<file path="config.mk">
export PLATFORM = sky130hd
export DESIGN_NAME = flash_req_bridge
export DESIGN_NICKNAME = d
export VERILOG_FILES = /design/src/rtl/flash_req_bridge.sv
export SDC_FILE = /design/constraint.sdc
export NUM_CORES = 1
export LEC_CHECK = 0
export BUFFER_PORTS_ARGS = -buffer_cell sky130_fd_sc_hd__buf_2
export CORE_MARGIN = 3
export CORE_UTILIZATION = 50
export CTS_BUF_LIST = sky130_fd_sc_hd__clkbuf_16
export CTS_CLUSTER_DIAMETER = 150
export DETAILED_ROUTE_END_ITERATION = 16
export PLACE_DENSITY_LB_ADDON = 0.1
export SYNTH_ARGS = -nofsm -noshare
export SYNTH_HDL_FRONTEND = slang
export SYNTH_SLANG_ARGS = --single-unit
</file>
<file path="constraint.sdc">
create_clock -name clk -period 4.05 [get_ports clk]
set_input_delay 0.405 -clock clk [delete_from_list [all_inputs] [get_ports clk]]
set_output_delay 0.405 -clock clk [all_outputs]
set_load 0.03 [all_outputs]
</file>
<file path="src/rtl/flash_req_bridge.sv">
// CPU request/response front end for the SPI flash controller: one word op at a time,
// with alignment/write-protect rejection, WAIT timeout and an enforced CS-recovery gap.
module flash_req_bridge #(
   parameter int unsigned TIMEOUT_CYCLES = 1048576,
   parameter int unsigned CNT_W          = 21,
   parameter logic [23:0] PROTECT_TOP    = 24'h1FFFFF,
   parameter int unsigned GAP_CYCLES     = 4
) (
   input  logic        clk,
   input  logic        reset,
   input  logic        cpu_req_valid,
   output logic        cpu_req_ready,
   input  logic        cpu_req_write,
   input  logic [23:0] cpu_req_addr,
   input  logic [31:0] cpu_req_wdata,
   output logic        cpu_resp_valid,
   input  logic        cpu_resp_ready,
   output logic [31:0] cpu_resp_rdata,
   output logic        cpu_resp_err,
   output logic        flash_en,
   output logic        flash_write,
   output logic [23:0] flash_addr,
   output logic [31:0] flash_data_in,
   input  logic [31:0] flash_data_out,
   input  logic        flash_ready,
   output logic        busy
);

   typedef enum logic [2:0] {
      IDLE,
      ISSUE,
      WAIT,
      GAP_PRE,
      GAP,
      RESP
   } state_t;

   localparam logic [CNT_W-1:0] TO_LAST  = CNT_W'(TIMEOUT_CYCLES - 1);
   localparam logic [3:0]       GAP_LOAD = 4'(GAP_CYCLES);

   state_t           state;
   logic [CNT_W-1:0] to_cnt;
   logic [3:0]       gap_cnt;
   logic             req_bad;

   assign req_bad = (cpu_req_addr[1:0] != 2'b00) ||
                    (cpu_req_write && (cpu_req_addr <= PROTECT_TOP));

   always_ff @(posedge clk or negedge reset) begin
      if (!reset) begin
         state          <= GAP;
         gap_cnt        <= GAP_LOAD;
         to_cnt         <= '0;
         cpu_req_ready  <= 1'b0;
         cpu_resp_valid <= 1'b0;
         cpu_resp_rdata <= '0;
         cpu_resp_err   <= 1'b0;
         flash_en       <= 1'b0;
         flash_write    <= 1'b0;
         flash_addr     <= '0;
         flash_data_in  <= '0;
         busy           <= 1'b0;
      end else begin
         case (state)
            IDLE: begin
               if (cpu_req_valid) begin
                  cpu_req_ready <= 1'b0;
                  busy          <= 1'b1;
                  if (req_bad) begin
                     state          <= RESP;
                     cpu_resp_valid <= 1'b1;
                     cpu_resp_err   <= 1'b1;
                     cpu_resp_rdata <= '0;
                  end else begin
                     state         <= ISSUE;
                     flash_en      <= 1'b1;
                     flash_write   <= cpu_req_write;
                     flash_addr    <= cpu_req_addr;
                     flash_data_in <= cpu_req_wdata;
                  end
               end
            end

            ISSUE: begin
               to_cnt <= '0;
               state  <= WAIT;
            end

            WAIT: begin
               // ready is checked before the timeout so a same-cycle ready still succeeds
               if (flash_ready || (to_cnt == TO_LAST)) begin
                  state          <= GAP_PRE;
                  gap_cnt        <= GAP_LOAD;
                  flash_en       <= 1'b0;
                  flash_write    <= 1'b0;
                  flash_addr     <= '0;
                  flash_data_in  <= '0;
                  cpu_resp_err   <= !flash_ready;
                  cpu_resp_rdata <= (flash_ready && !flash_write) ? flash_data_out : '0;
               end else if (to_cnt != '1) begin
                  to_cnt <= to_cnt + CNT_W'(1);
               end
            end

            GAP_PRE, GAP: begin
               // gap_cnt holds the low cycles still owed, including the current one
               if (gap_cnt <= 4'd1) begin
                  if (state == GAP_PRE) begin
                     state          <= RESP;
                     cpu_resp_valid <= 1'b1;
                  end else begin
                     state         <= IDLE;
                     cpu_req_ready <= 1'b1;
                     busy          <= 1'b0;
                  end
               end else begin
                  gap_cnt <= gap_cnt - 4'd1;
                  busy    <= 1'b1;
               end
            end

            RESP: begin
               if (cpu_resp_ready) begin
                  state          <= IDLE;
                  cpu_resp_valid <= 1'b0;
                  cpu_resp_err   <= 1'b0;
                  cpu_resp_rdata <= '0;
                  cpu_req_ready  <= 1'b1;
                  busy           <= 1'b0;
               end
            end

            default: begin
               state   <= GAP;
               gap_cnt <= GAP_LOAD;
            end
         endcase
      end
   end

endmodule

</file>
==> reports/results.ini <==
[timing]
hold-worst-slack_ns = 0.166
max-slew-margin-rel_pct = 20.2
finalSetupViolCount = 0
fin_crit_ns = 2.77
fin_crit_sh_pct = 68.3
worst_pin_slew_ns = 1.20
setup_tns_ns = 0
drv_slew = 0
skew_ns = 0.0137
clock.fmax_mhz = 362
hold_viol = 0
rsz0062_at_grt = false

[final_layout]
drive_gt1_share_pct = 39.2
fin_area_um2 = 6640
syn2layout_area_growth_pct = 32.8
fill_cells = 721
instances_no_fill = 742
antenna_cells = 0
utilization_pct = 70.2
finalNetCount = 697

[min_path]
hold_class = in2async

[clocking]
htree_levels = 4
cts_hold_buf = 0
postCtsSetupBuffers = 0
cts_made_buffers = 17
cts-root-buf = clkbuf_16
clk_latency_ns = 0.41
post_cts_resized = 0
cts_tree = done
clock_sinks = 122
clk_pin_slew_worst_paths_ns = 0.06
cts.path.max_buffers = 2

[routing]
drt_iter0_markers = 194
drt-wirelength-per-cell_um = 16.7
route.antenna.remaining_nets = 0
vias = 4008
drt_pass1_iterations = 4
viasPerCell = 5.40
drc = 0
wl_mm = 12.4

[die]
start_util_pct = 52.8
die_area_um2 = 11200
core_um2 = 9460
rows = 35
die_x_um = 106
boundaryPins = 188
die_height_um = 106

[power]
p_per_area_nw_per_um2 = 861
ir_drop_mv = 0.435
leakagePower_nw = 3.51

[global_route]
grtUsageTotal_pct = 22.7
gr-total-overflow = 0
met2_usage_pct = 36.2
grt_pass1_wl_mm = 20.1
antenna_found_initial = 0
grt_pass1_vias = 4014
gr-max-usage-layer = met2
grt_util_met3_pct = 6.38
grtUsageMet1_pct = 29.6
grt_max_degree = 84

[synthesis]
ys_ff_latch = 122
synth_edf_count = 0
syn_area_per_cell_um2 = 12.1
synth_flop_cell = dfrtp_1
async_reset_ff_share_pct = 100
netlist_instances = 414
synthesis.nets = 511
yosysSeqAreaShare_pct = 61.1
synth.distinct_cells = 51
synth_area_um2 = 5000
yosysWarnings = 0

[placement]
dp.cells = 710
dpl.hpwl_mm = 8.70
placed_area_um2 = 6040
port_buffers = 187
place.gp.congestion = 0.820

[outcome]
status = finished, final reports clean

[setup_path]
r2r-start = to_cnt[0]$_DFFE_PN0P_
setup.worst_path.end_class = flip-flop
crit_type = reg2reg
crit_fanout = 57
arrival_ns = 3.06
cp-start-kind = flip-flop
worstPathRequired_ns = 4.34
worstSetupStartpoint = to_cnt[0]$_DFFE_PN0P_

[flow_run]
maxCapViolations = 0

==> stage by stage <==
stage                     worst slack, ns  power (mW)
after floorplan                      1.81        3.52
after global placement               1.35        4.18
after detailed placement             1.26        4.22
after CTS                            1.23        5.77
after global routing                0.926        6.03
final                                1.28        5.72
==> critical path: stages (launching register included) <==
cell     delay, ns
dfrtp_1       0.37
ha_1          0.19
nand3_1       0.15
nor4_2        0.44
a31oi_1       0.25
a21oi_1       0.23
nand2_2       0.59
and2_1        0.42
==> cells in the final DEF, fill, tap and decap left out, drive strengths merged, types with 3 or more instances in the layout <==
master | netlist | final
or4 | 3 | 3
o21ai | 16 | 16
a22o | 88 | 88
nor2 | 24 | 24
dfrtp | 120 | 120
nor4 | 3 | 3
or2 | 3 | 3
xor2 | 8 | 8
clkbuf | 21 | 17
buf | 4 | 192
or3 | 3 | 3
ha | 3 | 3
o211ai | 5 | 5
clkinv | 1 | 5
nand3 | 11 | 11
a31oi | 6 | 6
a21oi | 15 | 15
nor2b | 3 | 3
nor3 | 7 | 7
and2 | 4 | 4
nand2 | 23 | 23
nand2b | 4 | 4
inv | 10 | 18
==> routing by layer <==
metal / wire (µm) / up-vias
met5: 0 / -
met4: 204 / 0
met3: 797 / 14
met2: 6050 / 134
met1: 5310 / 1944
li1: - / 1916
==> synthesized netlist by cell type (3+ instances only) <==
cell / instances / area [µm²]
nand2_1: 23 / 86.3
a31oi_1: 5 / 31.3
nor2_1: 24 / 90.1
inv_1: 10 / 37.5
or3_1: 3 / 18.8
nand3_1: 11 / 55.1
nor3_1: 6 / 30.0
nor2b_1: 3 / 18.8
nand2b_1: 4 / 25.0
a21oi_1: 15 / 75.1
clkbuf_1: 21 / 78.8
xor2_1: 8 / 70.1
o21ai_0: 14 / 70.1
o211ai_1: 5 / 37.5
or4_1: 3 / 22.5
a22o_1: 88 / 771
and2_1: 4 / 25.0
ha_1: 3 / 37.5
dfrtp_1: 120 / 3000
==> logic make-up after synthesis <==
| family | count (synthesis) | synth area share, % |
|---|---|---|
| AO/OA/AOI/OAI | 145 | 23.1 |
| flip-flops | 122 | 61.1 |
| AND/OR/NAND/NOR | 94 | 9.44 |
| buffers and inverters | 36 | 3.03 |
| XOR/XNOR | 10 | 1.75 |
| multiplexers | 4 | 0.851 |
| adder cells (fa/ha/maj) | 3 | 0.751 |
==> state kept, by name, summed over array words and instances, names as in the netlist <==
name,flops
state,3
cpu_resp_rdata,32
cpu_resp_valid,1
flash_data_in,32
busy,1
cpu_req_ready,1
flash_addr,24
to_cnt,21
gap_cnt,4
flash_en,1
cpu_resp_err,1
flash_write,1
==> path summary, 6_finish.rpt <==
kind	slack (ns)	endpoint	cells after the start
worst max-delay path	1.28	flash_addr[0]$_DFFE_PN0P_	7
worst min-delay path	0.17	to_cnt[10]$_DFFE_PN0P_	1
worst max register to register	1.28	flash_addr[0]$_DFFE_PN0P_	7
worst min register to register	0.49	flash_addr[1]$_DFFE_PN0P_	1
max in group asynchronous	2.96	state[2]$_DFFE_PN1P_	2
min in group clk	0.22	flash_data_in[21]$_DFFE_PN0P_	2
==> power by group <==
group | internal (mW) | switching (mW)
Combinational | 0.742 | 1.50
Clock | 0.931 | 0.590
Sequential | 1.65 | 0.305
Total | 3.32 | 2.40
==> layout make-up <==
type / count / area [µm²] / area share (%)
well taps: 129 / 161 / 2.43
multi-input cells: 256 / 1800 / 27.1
clock inverters: 15 / 179 / 2.69
clock buffers: 17 / 425 / 6.41
inverters: 11 / 41.3 / 0.622
repair buffers: 192 / 976 / 14.7
flip-flops and latches: 122 / 3060 / 46.0
No activity file was read; power rests on OpenSTA's default activity.
